## src/rtl/uart_tx_io.sv

```systemverilog
// uart_tx_io: memory-mapped 8N1 UART transmitter with a byte FIFO.
// Define UART_TX_IRQ_EN to build the "all queued data sent" interrupt.
`timescale 1ns/1ps
module uart_tx_io #(
   parameter int unsigned DIVISOR_RESET = 217,
   parameter int unsigned FIFO_DEPTH    = 16
) (
   input  logic        clk,
   input  logic        reset,
   input  logic        en,
   input  logic        wr,
   input  logic [1:0]  addr,
   input  logic [15:0] din,
   output logic [15:0] dout,
   output logic        tx,
   output logic        irq
);

   localparam int unsigned AW = (FIFO_DEPTH > 1) ? $clog2(FIFO_DEPTH) : 1;
   localparam int unsigned CW = AW + 1;
   localparam logic [CW-1:0] DEPTH_C = CW'(FIFO_DEPTH);
   localparam logic [15:0] DIV_RST = 16'(DIVISOR_RESET);

   typedef enum logic [1:0] {
      S_IDLE,
      S_START,
      S_DATA,
      S_STOP
   } state_e;

   state_e        state_q, state_d;
   logic [2:0]    bit_q, bit_d;
   logic [7:0]    shift_q, shift_d;
   logic [15:0]   cnt_q, cnt_d;
   logic [15:0]   per_q, per_d;
   logic          tx_q, tx_d;

   logic [7:0]    mem_q [FIFO_DEPTH];
   logic [AW-1:0] wptr_q, wptr_d;
   logic [AW-1:0] rptr_q, rptr_d;
   logic [CW-1:0] count_q, count_d;

   logic          ovr_q, ovr_d;
   logic [15:0]   div_q, div_d;
   logic [15:0]   dout_q, dout_d;

   logic          wr_data, wr_stat, wr_div, rd;
   logic          empty, full, busy;
   logic          push, pop, launch, bit_end;
   logic [15:0]   per_new;
   logic [15:0]   count16;
   logic [15:0]   rdata;
   logic          irq_en;

   assign wr_data = en & wr & (addr == 2'd0);
   assign wr_stat = en & wr & (addr == 2'd1);
   assign wr_div  = en & wr & (addr == 2'd2);
   assign rd      = en & ~wr;

   assign empty   = (count_q == '0);
   assign full    = (count_q == DEPTH_C);
   assign busy    = (state_q != S_IDLE);
   assign push    = wr_data & ~full;
   assign pop     = launch;

   // A divisor below 2 would collapse a bit to a single cycle.
   assign per_new = (div_q < 16'd2) ? 16'd2 : div_q;
   assign bit_end = (cnt_q == per_q - 16'd1);
   assign count16 = 16'(count_q);

   // Frame sequencer: each bit latches its own period on entry.
   always_comb begin
      state_d = state_q;
      bit_d   = bit_q;
      shift_d = shift_q;
      cnt_d   = cnt_q;
      per_d   = per_q;
      tx_d    = tx_q;
      launch  = 1'b0;
      unique case (state_q)
         S_IDLE: begin
            launch = ~empty;
         end
         S_START: begin
            if (bit_end) begin
               state_d = S_DATA;
               tx_d    = shift_q[0];
               shift_d = {1'b0, shift_q[7:1]};
               bit_d   = 3'd0;
               cnt_d   = '0;
               per_d   = per_new;
            end else begin
               cnt_d = cnt_q + 16'd1;
            end
         end
         S_DATA: begin
            if (bit_end) begin
               cnt_d = '0;
               per_d = per_new;
               if (bit_q == 3'd7) begin
                  state_d = S_STOP;
                  tx_d    = 1'b1;
               end else begin
                  tx_d    = shift_q[0];
                  shift_d = {1'b0, shift_q[7:1]};
                  bit_d   = bit_q + 3'd1;
               end
            end else begin
               cnt_d = cnt_q + 16'd1;
            end
         end
         S_STOP: begin
            if (bit_end) begin
               if (empty) begin
                  state_d = S_IDLE;
                  tx_d    = 1'b1;
               end else begin
                  launch = 1'b1;
               end
            end else begin
               cnt_d = cnt_q + 16'd1;
            end
         end
         default: begin
            state_d = S_IDLE;
            tx_d    = 1'b1;
         end
      endcase
      // Starting a frame from IDLE or straight out of STOP looks the same.
      if (launch) begin
         state_d = S_START;
         tx_d    = 1'b0;
         shift_d = mem_q[rptr_q];
         cnt_d   = '0;
         per_d   = per_new;
      end
   end

   // FIFO pointers, occupancy and the sticky overrun flag.
   always_comb begin
      wptr_d  = push ? wptr_q + AW'(1) : wptr_q;
      rptr_d  = pop ? rptr_q + AW'(1) : rptr_q;
      count_d = count_q + CW'(push) - CW'(pop);
      ovr_d   = ovr_q;
      if (wr_stat && din[3]) begin
         ovr_d = 1'b0;
      end
      if (wr_data && full) begin
         ovr_d = 1'b1;
      end
      div_d = wr_div ? din : div_q;
   end

   // Register read mux; dout is zero whenever no read is in flight.
   always_comb begin
      rdata = '0;
      case (addr)
         2'd1: rdata = {count16[7:0], 3'b000, irq_en,
                        ovr_q, busy, full, empty};
         2'd2: rdata = div_q;
         default: rdata = '0;
      endcase
      dout_d = rd ? rdata : 16'h0000;
   end

   // FIFO storage needs no reset; occupancy is tracked separately.
   always_ff @(posedge clk) begin
      if (push) begin
         mem_q[wptr_q] <= din[7:0];
      end
   end

   // Main state register; reset aborts any frame and idles the line.
   always_ff @(posedge clk or posedge reset) begin
      if (reset) begin
         state_q <= S_IDLE;
         bit_q   <= '0;
         shift_q <= '0;
         cnt_q   <= '0;
         per_q   <= 16'd2;
         tx_q    <= 1'b1;
         wptr_q  <= '0;
         rptr_q  <= '0;
         count_q <= '0;
         ovr_q   <= 1'b0;
         div_q   <= DIV_RST;
         dout_q  <= '0;
      end else begin
         state_q <= state_d;
         bit_q   <= bit_d;
         shift_q <= shift_d;
         cnt_q   <= cnt_d;
         per_q   <= per_d;
         tx_q    <= tx_d;
         wptr_q  <= wptr_d;
         rptr_q  <= rptr_d;
         count_q <= count_d;
         ovr_q   <= ovr_d;
         div_q   <= div_d;
         dout_q  <= dout_d;
      end
   end

`ifdef UART_TX_IRQ_EN
   logic irq_en_q;
   logic irq_q;

   assign irq_en = irq_en_q;

   // Interrupt enable and a registered "everything sent" request.
   always_ff @(posedge clk or posedge reset) begin
      if (reset) begin
         irq_en_q <= 1'b0;
         irq_q    <= 1'b0;
      end else begin
         if (wr_stat) begin
            irq_en_q <= din[4];
         end
         irq_q <= irq_en_q & empty & ~busy;
      end
   end

   assign irq = irq_q;
`else
   assign irq_en = 1'b0;
   assign irq    = 1'b0;
`endif

   assign tx   = tx_q;
   assign dout = dout_q;

endmodule

```

## config.mk

```make
export PLATFORM = sky130hd
export DESIGN_NAME = uart_tx_io
export DESIGN_NICKNAME = d
export VERILOG_FILES = /design/src/rtl/uart_tx_io.sv
export SDC_FILE = /design/constraint.sdc
export NUM_CORES = 1
export LEC_CHECK = 0
export ABC_AREA = 0
export CORE_MARGIN = 5
export CORE_UTILIZATION = 39
export DETAILED_ROUTE_END_ITERATION = 8
export PLACE_DENSITY = 0.66
export SLEW_MARGIN = 30
export SYNTH_ARGS = -nofsm -noshare
export SYNTH_HDL_FRONTEND = slang
export SYNTH_SLANG_ARGS = --single-unit
```

## constraint.sdc

```tcl
create_clock -name clk -period 5.7 [get_ports clk]
set_input_delay 1.14 -clock clk [delete_from_list [all_inputs] [get_ports clk]]
set_output_delay 1.14 -clock clk [all_outputs]
set_load 0.03 [all_outputs]
```

==> results of run 1 <==
layer usage:
metal	track usage	part of all wire	routed length, um
met4	0.0329	0.016	338
met3	0.0205	0.048	984
met5	0	0	0
met2	0.236	0.49	9970
met1	0.207	0.45	9260
worst min path at each step:
stage	from	end	slack [ps]	depth (start not counted)
after floorplan	bit_q[1]	bit_q[1]	440	2
after global placement	bit_q[1]	bit_q[1]	460	2
after detailed placement	bit_q[1]	bit_q[1]	470	2
after CTS	bit_q[1]	bit_q[1]	480	2
after global routing	bit_q[1]	bit_q[1]	510	2
final	bit_q[1]	bit_q[1]	470	2
sequential cells by signal, summed over array words and instances, names as in the netlist:
name	count
div_q	16
state_q	2
ovr_q	1
cnt_q	16
dout	16
count_q	5
per_q	16
wptr_q	4
tx	1
mem_q	128
bit_q	3
rptr_q	4
shift_q	8
per-stage QoR:
stage / util / setup WS (ps) / total power [mW] / hold slack (ps) / cells
6_report: 0.454 / 1500 / 4.82 / 474 / 1107
5_1_grt: 0.454 / 1100 / 5.10 / 511 / 1107
4_1_cts: 0.453 / 1560 / 4.85 / 481 / 1107
3_5_place_dp: 0.423 / 1590 / 3.37 / 468 / 1064
3_3_place_gp: 0.423 / 1660 / 3.35 / 459 / 1064
2_1_floorplan: - / 1760 / 3.05 / 443 / 722
cells by family (layout without fill, tap and decap cells):
family	after synthesis	in the layout	synth area share
flip-flops	220	220	0.620
AND/OR/NAND/NOR	196	196	0.105
AO/OA/AOI/OAI	106	106	0.0700
multiplexers	93	93	0.123
buffers and inverters	48	103	0.0209
XOR/XNOR	34	34	0.0300
adder cells (fa/ha/maj)	24	24	0.0310
other	1	1	0.000378
power groups by stage:
stage	Sequential, mW	Combinational, mW	Clock, mW
6_report	2.13	1.21	1.48
5_1_grt	2.17	1.35	1.58
4_1_cts	2.14	1.21	1.50
3_5_place_dp	2.16	1.21	0
3_3_place_gp	2.16	1.19	0
2_1_floorplan	2.03	1.01	0
cell usage after synthesis (5+ instances only):
| cell | n |
|---|---|
| sky130_fd_sc_hd__a21oi_1 | 20 |
| sky130_fd_sc_hd__a221oi_1 | 7 |
| sky130_fd_sc_hd__a22oi_1 | 17 |
| sky130_fd_sc_hd__a31oi_1 | 12 |
| sky130_fd_sc_hd__and2_1 | 25 |
| sky130_fd_sc_hd__and3_1 | 10 |
| sky130_fd_sc_hd__and3b_1 | 5 |
| sky130_fd_sc_hd__clkbuf_1 | 19 |
| sky130_fd_sc_hd__dfrtp_1 | 85 |
| sky130_fd_sc_hd__dfstp_2 | 7 |
| sky130_fd_sc_hd__edfxtp_1 | 128 |
| sky130_fd_sc_hd__ha_1 | 23 |
| sky130_fd_sc_hd__inv_1 | 17 |
| sky130_fd_sc_hd__mux2_2 | 36 |
| sky130_fd_sc_hd__mux2_4 | 8 |
| sky130_fd_sc_hd__mux2i_1 | 33 |
| sky130_fd_sc_hd__mux4_2 | 16 |
| sky130_fd_sc_hd__nand2_1 | 50 |
| sky130_fd_sc_hd__nand3_1 | 20 |
| sky130_fd_sc_hd__nand4_1 | 8 |
| sky130_fd_sc_hd__nor2_1 | 32 |
| sky130_fd_sc_hd__nor2b_1 | 5 |
| sky130_fd_sc_hd__nor3_1 | 10 |
| sky130_fd_sc_hd__nor4_1 | 8 |
| sky130_fd_sc_hd__o21ai_0 | 28 |
| sky130_fd_sc_hd__xnor2_1 | 27 |
| sky130_fd_sc_hd__xor2_1 | 7 |
layout make-up:
type                            instances  area [sq um]  share of cell area
Clock inverter                          8          42.5             0.00373
Clock buffer                           35           724              0.0636
Inverter                               17          66.3             0.00582
Sequential cell                       220          6160               0.540
Multi-Input combinational cell        454          3570               0.313
Tap cell                              330           413              0.0362
Timing Repair Buffer                   43           418              0.0367
worst register-to-register path: cells and delay by family (launching register included):
kind	cells	cell delay [ps]
XOR/XNOR	1	130
buffers and inverters	2	310
AO/OA/AOI/OAI	3	660
flip-flops	1	450
AND/OR/NAND/NOR	6	1850
adder cells (fa/ha/maj)	3	750
==> flow_summary.ini, run 1 <==
[run_status]
outcome = finished clean

[power]
comb_power_share = 0.251
pwr_density_cell_nw_per_um2 = 423
internal_power_mw = 3.33
power.net_switching_mw = 1.50
seqPwrFrac = 0.443
clock_power_share = 0.306
leakage_power_nw = 4.49
sw_frac_of_total = 0.310
ir_worst_vdd_v = 0.000227

[yosys]
synth.yosys.seq_area_share = 0.620
ys_async_sr_fraction = 0.418
synth_cells = 722
yosys.area.top_type = sky130_fd_sc_hd__edfxtp_1
ys_warn_count = 0
synth_enable_flop_cells = 128
synth_top_area_frac = 0.387
largest_cells_by_area_after_synthesis = sky130_fd_sc_hd__edfxtp_1 39%, sky130_fd_sc_hd__dfrtp_1 21%, sky130_fd_sc_hd__mux2_2 4.1%, sky130_fd_sc_hd__mux4_2 3.6%, sky130_fd_sc_hd__mux2i_1 3.3%
synthDistinctLibCells = 63
synth.net_count = 768
post_synth_instance_area_sq_um = 9930
synthesis.area_per_instance_sq_um = 13.7
synthFlopType = sky130_fd_sc_hd__edfxtp_1
yosys_register_bits = 220

[floorplanning]
die_area_sq_um = 28700
die_width_um = 170
num_io_pins = 40
start_util = 0.395
design.core.area_sq_um = 25100
rows = 58
dieHeight_um = 170

[cells_and_area]
proportion_of_layout_cells_with_a_drive_suffix_above_1 = 0.151
layout.filler_cells = 2253
most-common-layout-cells = 128 x sky130_fd_sc_hd__edfxtp_1, 84 x sky130_fd_sc_hd__dfrtp_1, 50 x sky130_fd_sc_hd__nand2_1, 38 x sky130_fd_sc_hd__clkdlybuf4s50_1, 36 x sky130_fd_sc_hd__mux2_2
syn2layout_area_growth_pct = 14.7
finalInstanceArea_sq_um = 11400
leading_cell_type_in_the_layout_fill_and_taps_excluded = sky130_fd_sc_hd__edfxtp_1
num_antenna_cells = 0
final_nets = 806

[worst_setup_path]
critical_path.cell_chain = nor4_2 > nand3_1 > a211oi_1 > o211ai_1 > or4_1 > nand2_1 > buf_4 > ha_1 > inv_1 > ha_1 > fa_1 > a21oi_1 > nor2_1 > nor2_1 > xnor2_1
crit_path_top_delay_cell = sky130_fd_sc_hd__nor4_2
worst-path-max-fanout = 24
critical_path_required_ps = 6130
endpoint_kind = register
path_buf_inv = 2
critical-path-top-delay-family = simple AND/OR/NAND/NOR gates
cell_depth_of_the_worst_setup_path = 15
worstSetupStartpoint = per_q[2]
regToRegSetupSlack_ps = 1500
crit-reg2reg-capture = count_q[4]
r2r-start = per_q[2]
critPathMaxStageDelay_ps = 850
setup.worst_path.class = register to register
setup.worst_path.start_class = register
cp_data_arrival_time_ps = 4640
crit_end = count_q[4]
ff2ff_path_depth = 15

[drt]
first_pass_iteration_count_of_the_detailed_router = 5
drt-vias-per-instance = 5.28
drc_errors = 0
avgRoutedWirePerCell_um = 18.6
vias_after_detailed_routing = 5847
antenna_violating_nets_remaining = 0
initialDrtViolationCount = 459
drt-total-wl_um = 20500

[timing]
sum_neg_setup_slack_ps = 0
rsz_0062_raised_after_global_routing = false
timing.fmax_mhz = 238
timing.final.max_slew_violations = 0
finalCritPeriodShare = 0.737
worst_slew_margin_rel = 0.373
post_route_minimum_period_ps = 4200
finClkSkew_ps = 9.07
timing.final.setup_violations = 0
worst_slew_pin_slew_ps = 933
finalHoldViolations = 0

[clocking]
htree_levels = 1
ctsHoldBuffers = 0
cts_inserted_buffers = 24
post_cts.resized_instances = 0
cts.clk_slew.worst_paths_ps = 60
postCtsSetupRepairBufs = 0
cts_root_buffer = sky130_fd_sc_hd__clkbuf_16
cts.path.max_buffers = 3
clock_latency_at_the_later_pin_of_the_worst_skew_pair_ps = 510
tritoncts = yes
cts_sinks = 220

[global_routing]
grt.overflow.total = 0
grt.total_usage = 0.144
grt_antenna_before_repair = 0
number_of_global_route_vias_before_repair = 5823
grt_start_max_net_pins = 49
first_pass_grt_wire_length_um = 32900

[place]
placed_area_sq_um = 10600
routabilityCongestion = 0.832
hpwl_dp_um = 14000
port_buffers = 38

[run]
maxCapViolations = 0

[min_path]
hold_class = register to register
Power figures use the tool's default switching activity.
==> inputs of run 2 (changes only) <==
- PLACE_DENSITY: 0.66 -> 0.68
- clock period: 5.7 -> 3.68 ns (I/O delays scaled with it)
==> run 2 against run 1 <==
Die area is the same. Final cell count rose by 0.99%. Flip-flop and latch count did not move. Worst hold slack better by 1.5 ps. Clock power increased by 58%. Global-route usage up 0.56 points. Sequential share of layout area fell by 0.80 points. Critical path depth shrank 1. Sequential power grew 52%. Largest cell class unchanged. Largest power group unchanged.
==> flow_summary.ini, run 2 (synthesis results as in run 1) <==
[run]
maxCapViolations = 0

[timing]
worst_slew_pin_slew_ps = 919
finClkSkew_ps = 9.37
finalHoldViolations = 0
worst_slew_margin_rel = 0.388
timing.fmax_mhz = 284
finalCritPeriodShare = 0.957
timing.final.setup_violations = 0
sum_neg_setup_slack_ps = 0
hold_ws_ps = 476
post_route_minimum_period_ps = 3520
timing.final.max_slew_violations = 0

[cells_and_area]
proportion_of_layout_cells_with_a_drive_suffix_above_1 = 0.180
largest_reg_flops = 128
final_nets = 817
most-common-layout-cells = 128 x sky130_fd_sc_hd__edfxtp_1, 83 x sky130_fd_sc_hd__dfrtp_1, 49 x sky130_fd_sc_hd__nand2_1, 38 x sky130_fd_sc_hd__clkdlybuf4s50_1, 36 x sky130_fd_sc_hd__mux2_2
num_antenna_cells = 0
leading_cell_type_in_the_layout_fill_and_taps_excluded = sky130_fd_sc_hd__edfxtp_1
fin_cells = 1118
layout.filler_cells = 2240
largest-register = mem_q
finalInstanceArea_sq_um = 11600
syn2layout_area_growth_pct = 16.5

[place]
post-place-cells = 1076
placed_area_sq_um = 10700
routabilityCongestion = 0.851
port_buffers = 38
hpwl_dp_um = 14300

[drt]
antenna_violating_nets_remaining = 0
drt-vias-per-instance = 5.42
first_pass_iteration_count_of_the_detailed_router = 5
vias_after_detailed_routing = 6054
drt-total-wl_um = 21300
initialDrtViolationCount = 487
avgRoutedWirePerCell_um = 19.0
drc_errors = 0

[clocking]
cts.clk_slew.worst_paths_ps = 60
cts_inserted_buffers = 23
tritoncts = yes
postCtsSetupRepairBufs = 0
cts.path.max_buffers = 3
cts_sinks = 220
cts_root_buffer = sky130_fd_sc_hd__clkbuf_16
clock_latency_at_the_later_pin_of_the_worst_skew_pair_ps = 510
htree_levels = 1

[min_path]
timing.hold.worst_path_depth = 2
hold_class = register to register

[power]
ir_worst_vdd_v = 0.000392
leakage_power_nw = 4.57
pwr_density_cell_nw_per_um2 = 664
total_power_mw = 7.67

[floorplanning]
start_util = 0.395
rows = 58
die_width_um = 170
design.core.area_sq_um = 25100
num_io_pins = 40
die_area_sq_um = 28700
dieHeight_um = 170

[worst_setup_path]
cell_depth_of_the_worst_setup_path = 14
critical_path.cell_chain = or3_4 > or4_1 > a21oi_2 > o32ai_4 > or4_4 > nand2_2 > ha_1 > inv_1 > ha_1 > fa_2 > a21oi_2 > nor2_1 > nor2_1 > xnor2_1
critPathMaxStageDelay_ps = 570
critical-path-top-delay-family = simple AND/OR/NAND/NOR gates
endpoint_kind = register
worst-path-max-fanout = 6
setup.worst_path.class = register to register
critical_path_required_ps = 4100
cp_data_arrival_time_ps = 3940
ff2ff_path_depth = 14
path_buf_inv = 1
crit_path_top_delay_cell = sky130_fd_sc_hd__or4_4
setup.worst_path.start_class = register

[global_routing]
first_pass_grt_wire_length_um = 34400
grt.overflow.total = 0
globalRouteMet2Util = 0.235
global_route.peak_usage_layer = met2
grt_util_met3 = 0.0163
grt.total_usage = 0.150
grt_start_max_net_pins = 86
grt_antenna_before_repair = 0
globalRouteMet1Util = 0.223
number_of_global_route_vias_before_repair = 6100

[run_status]
outcome = finished clean
run 2: cell count changes in the layout (fill, tap and decap cells not counted), sizes merged:
cell | before | now
bufinv | 0 | 3
inv | 17 | 18
clkinv | 7 | 10
clkbuf | 35 | 27
buf | 5 | 17
run 2: report_power, final:
group          internal [mW]  switching, mW
sequential              2.91          0.326
combinational          0.975           1.12
clock                   1.41          0.929
run 2: layout make-up:
type / instances / area (sq um) / share of cell area
clock buffer: 27 / 621 / 0.0537
tap: 330 / 413 / 0.0357
inverter: 17 / 68.8 / 0.00595
multi-input combinational: 454 / 3630 / 0.314
sequential: 220 / 6160 / 0.532
timing repair buffer: 55 / 520 / 0.0450
clock inverter: 15 / 153 / 0.0132
run 2: metal layers:
layer / vias to the layer above / wire (um)
met3: 29 / 1090
met1: 3055 / 9790
met5: - / 0
li1: 2801 / -
met4: 0 / 384
met2: 169 / 10000
run 2: timing repair:
action                     CTS  global route
resized for setup            0            11
setup endpoints to repair    0             4
hold buffers                 0             0
run 2: stage by stage:
stage	utilization	setup WS (ps)
after floorplan	-	14.6
after global placement	0.427	130
after detailed placement	0.427	20.3
after CTS	0.458	16.1
after global routing	0.461	-20.5
final	0.461	159
run 2: worst paths after layout:
check | slack (ps) | startpoint | end
min reg2reg | 480 | bit_q[1] | bit_q[1]
max | 160 | per_q[3] | count_q[4]
max reg2reg | 160 | per_q[3] | count_q[4]
min | 480 | bit_q[1] | bit_q[1]
min in group asynchronous | 770 | reset | bit_q[1]
max in group asynchronous | 2280 | reset | dout[10]
run 2: tightest hold or removal path, stage by stage, from the launching register on:
cell,delay [ps]
sky130_fd_sc_hd__dfrtp_1,350
sky130_fd_sc_hd__nand2_1,50
sky130_fd_sc_hd__nand2_1,50
==> RTL edit 1: new RTL, config.mk and constraints of run 1 <==
Re-encode `state_e` (4 states) as one-hot, 4 bits wide.
--- a/src/rtl/uart_tx_io.sv
+++ b/src/rtl/uart_tx_io.sv
@@ -22,9 +22,9 @@
    localparam logic [15:0] DIV_RST = 16'(DIVISOR_RESET);
 
-   typedef enum logic [1:0] {
-      S_IDLE,
-      S_START,
-      S_DATA,
-      S_STOP
+   typedef enum logic [3:0] {
+      S_IDLE  = 4'b0001,
+      S_START = 4'b0010,
+      S_DATA  = 4'b0100,
+      S_STOP  = 4'b1000
    } state_e;
 
Behaviour: no difference found for any inputs over 10 cycles, from zero or initial values and one cycle with reset high; not proved beyond that.
==> RTL edit 1 against run 1 <==
- setup slack got worse by 450 ps
- sequential cell count rose by 2
- total power rose by 14%
- synthesized cell count fell by 0.97%
- design area rose by 1.8%
- area after synthesis rose by 1.5%
- sequential share of layout area fell by 0.50 points
- routed wire length rose by 1.1%
==> RTL edit 1: results (changes against run 1) <==
[final_layout]
fin_nets = 791  ; -1.9%
multi_input_area_sq_um = 3620  ; +1.4%

[sta]
tightest_slew_ps = 835  ; -97.3 ps

[worst_setup_path]
slowest_delay_ps = 700  ; -150 ps
reg2reg_slack_ps = 1050  ; -450 ps
worstPathArrival_ps = 5080  ; +440 ps
r2r_cells = 16  ; +1
r2r-start = per_q[7]
worstPathMaxFanout = 13  ; -46%
critPathSlowestCell = or4_1

[drt]
viasPerCell = 5.33  ; +0.89%
dr.pass1.iters = 4  ; -1
dr_wl_met3_microns = 708  ; -28%
drt-initial-drc-count = 337  ; -27%

[logic_synthesis]
ys_seq_area_share_pct = 61.6  ; -0.42 points
synth_compound_area_share_pct = 6.95  ; -0.043 points
synth.net_count = 756  ; -1.6%
yosys.area_share.adder_pct = 2.43  ; -0.67 points

[pwr]
ir_drop_uv = 267  ; +18%
p_comb_mw = 1.54  ; +27%
p_leak_nw = 4.20  ; -6.5%

[global_route]
grt_max_degree = 63  ; +29%
grt_pass1_wl_microns = 33600  ; +2.1%

[status]
status = completed

[hold_path]
hp-start = ovr_q

RTL edit 1: changes by cell type after synthesis, moves of 6 or more:
cell / before / now
mux2_2: 36 / 29
xnor2_1: 27 / 17
a31oi_1: 12 / 1
nand2_1: 50 / 35
mux4_2: 16 / 28
mux2_4: 8 / 0
mux2i_1: 33 / 23
o21a_1: 1 / 7
mux2_1: 0 / 15
or4_1: 2 / 9
RTL edit 1: layer usage:
metal  GRT usage, %  vias to the layer above
li1               -                     2767
met1           20.6                     2960
met2           23.9                       95
met3           2.10                       29
met4           3.40                        0
met5              0                        -
RTL edit 1: stage by stage:
step | std cells | setup slack, ps
floorplan | 715 | 1550
global placement | 1054 | 1130
detailed placement | 1054 | 1070
CTS | 1098 | 1060
global route | 1098 | 757
finish | 1098 | 1050
RTL edit 1: cell type report:
cell class | count | area share, %
repair buffers | 43 | 3.60
well taps | 330 | 3.56
inverters | 22 | 0.734
clock inverters | 14 | 1.67
flip-flops and latches | 222 | 53.5
multi-input cells | 437 | 31.2
clock buffers | 30 | 5.64
==> RTL edit 2: new RTL, settings of run 1 <==
Made on the original files. Build with the macro `UART_TX_IRQ_EN` defined.
--- a/src/rtl/uart_tx_io.sv
+++ b/src/rtl/uart_tx_io.sv
@@ -2,4 +2,6 @@
 // Define UART_TX_IRQ_EN to build the "all queued data sent" interrupt.
 `timescale 1ns/1ps
+`define UART_TX_IRQ_EN
+
 module uart_tx_io #(
    parameter int unsigned DIVISOR_RESET = 217,
Behaviour: not the same (Yosys sat finds a counterexample within 4 cycles, from zero or initial values and one cycle with reset high).
==> RTL edit 2 against run 1 <==
- count of clock-buffer cells in the layout is 4 lower
- critical path depth up 3
- fmax fell by 5.4%
- cell count is 3.6% higher
- non-clock buffer count grew 2
- critical path type unchanged
- synthesized cell count increased by 5.3%
- design area rose by 3.6%
- routed wire length increased by 7.9%
- sequential cell count is 2 higher
- critical endpoint unchanged
- die area increased by 3.8%
- setup slack got worse by 240 ps
- area after synthesis increased by 4.0%
- total power rose by 6.5%
==> RTL edit 2: results (changes against run 1) <==
[drt]
dr.pass1.iters = 5  ; unchanged
drtAntennaViolNets = 0  ; unchanged
dr_wl_met3_microns = 1070  ; +8.2%
met1_length_microns = 10200  ; +11%
wirelength_microns = 22200  ; +7.9%
wl_met2_microns = 10500  ; +4.9%
vias = 6301  ; +7.8%
routed.top_layer = met5
drt-initial-drc-count = 455  ; -0.87%

[logic_synthesis]
synth_cell_type_count = 69  ; +9.5%
synthXorXnorAreaFrac_pct = 2.46  ; -0.54 points
synth_compound_area_share_pct = 10.3  ; +3.3 points
synth.net_count = 806  ; +4.9%
async_reset_ff_share_pct = 42.3  ; +0.52 points
synthTopCellsByArea = edfxtp_1 (37%), dfrtp_1 (21%), mux2i_1 (3.8%), mux2_2 (3.6%), mux4_2 (3.5%)
synthMuxAreaShare_pct = 12.2  ; -0.069 points
synthTopCellsByCount = edfxtp_1 (128), dfrtp_1 (87), mux2i_1 (39)
yosys.area_share.adder_pct = 2.98  ; -0.12 points
synth-edff-count = 128  ; unchanged
ys_seq_area_share_pct = 60.1  ; -1.9 points
yosys_warnings = 0  ; unchanged

[placement]
routabilityCongestion = 0.848  ; +1.9%
io_buffer_count = 39  ; +2.6%
dp_hpwl_microns = 15300  ; +9.0%
preCtsSetupSlack_ps = 1310  ; -277 ps

[sta]
skew_ps = 11.2  ; +2.10 ps
period_needed_ps = 4440  ; +238 ps
tightest_slew_ps = 880  ; -52.4 ps

[global_route]
antenna_found_initial = 1  ; +1
grt_pass1_wl_microns = 35300  ; +7.1%
grt_max_degree = 60  ; +22%
grt_pass1_vias = 6189  ; +6.3%
grt_util_all_layers_pct = 14.5  ; +0.083 points

[pwr]
p_leak_nw = 4.58  ; +2.2%
ir_drop_uv = 216  ; -5.1%

[hold_path]
hp-start = bit_q[1]
hp-class = reg -> reg
min_path_cells = 2  ; unchanged

[final_layout]
fin_nets = 843  ; +4.6%
layout-drive-gt1-share_pct = 15.0  ; -0.033 points
regMostFlops = mem_q
largest_register_ffs = 128  ; unchanged
diodes = 0  ; unchanged
fillers = 2324  ; +3.2%

[cts]
post_cts_buffers = 0  ; unchanged
clkTransAtPathRegs_ps = 60  ; about the same
clock_latency_ps = 510  ; about the same
cts_made_buffers = 23  ; -4.2%
htreeDepth = 1  ; unchanged
clockBufferDepth = 3  ; unchanged
hold_buffers = 0  ; unchanged
cts.root.buffer_cell = clkbuf_16
cts-resized-gates = 0  ; unchanged

[status]
status = completed

[worst_setup_path]
critPathSlowestCell = dfrtp_1
worstPathArrival_ps = 4870  ; +230 ps
r2r-start = per_q[0]
r2r_cells = 18  ; +3
slowest_delay_ps = 430  ; -420 ps
worstPathMaxFanout = 11  ; -54%

-- RTL edit 2: power breakdown --
| group | switching [mW] | internal, mW |
|---|---|---|
| logic | 0.771 | 0.703 |
| clock network | 0.582 | 0.903 |
| registers | 0.278 | 1.90 |
| total | 1.63 | 3.50 |
-- RTL edit 2: metrics by stage --
stage	util [%]	cells	area [sq um]	hold slack [ps]	total power [mW]
after floorplan	-	760	10300	443	3.28
after global placement	42.4	1107	11000	458	3.65
after detailed placement	42.4	1107	11100	465	3.68
after CTS	45.3	1147	11800	477	5.17
after global routing	45.3	1147	11800	498	5.42
final	45.3	1147	11800	472	5.13
-- RTL edit 2: final cells by class --
type | instances | area, sq um | share of cell area (%)
clock buffers | 31 | 626 | 5.30
clock inverters | 9 | 125 | 1.06
inverters | 22 | 85.1 | 0.721
multi-input cells | 483 | 3910 | 33.1
flip-flops and latches | 222 | 6210 | 52.6
well taps | 335 | 419 | 3.55
repair buffers | 45 | 435 | 3.69
-- RTL edit 2: per-layer routing --
layer	GRT usage [%]	up-vias
met5	0	-
met4	3.31	2
met3	2.45	29
met2	23.2	132
met1	21.0	3177
li1	-	2961
-- RTL edit 2: worst register-to-register path, delay by kind of cell (launching register included) --
family | cells | cell delay (ps)
AOI/OAI and AO/OA | 5 | 1140
adders and majority gates | 4 | 1130
buffers and inverters | 3 | 410
and+or+nand+nor | 5 | 1140
xor gates and xnor gates | 1 | 120
DFF | 1 | 430
-- RTL edit 2: how the worst max path moves through the flow --
stage	cells after the start	startpoint	endpoint
finish	18	per_q[0]	count_q[4]
global route	18	per_q[0]	count_q[4]
CTS	18	per_q[0]	count_q[4]
detailed placement	18	per_q[0]	count_q[4]
global placement	18	per_q[1]	count_q[4]
floorplan	20	per_q[1]	count_q[4]
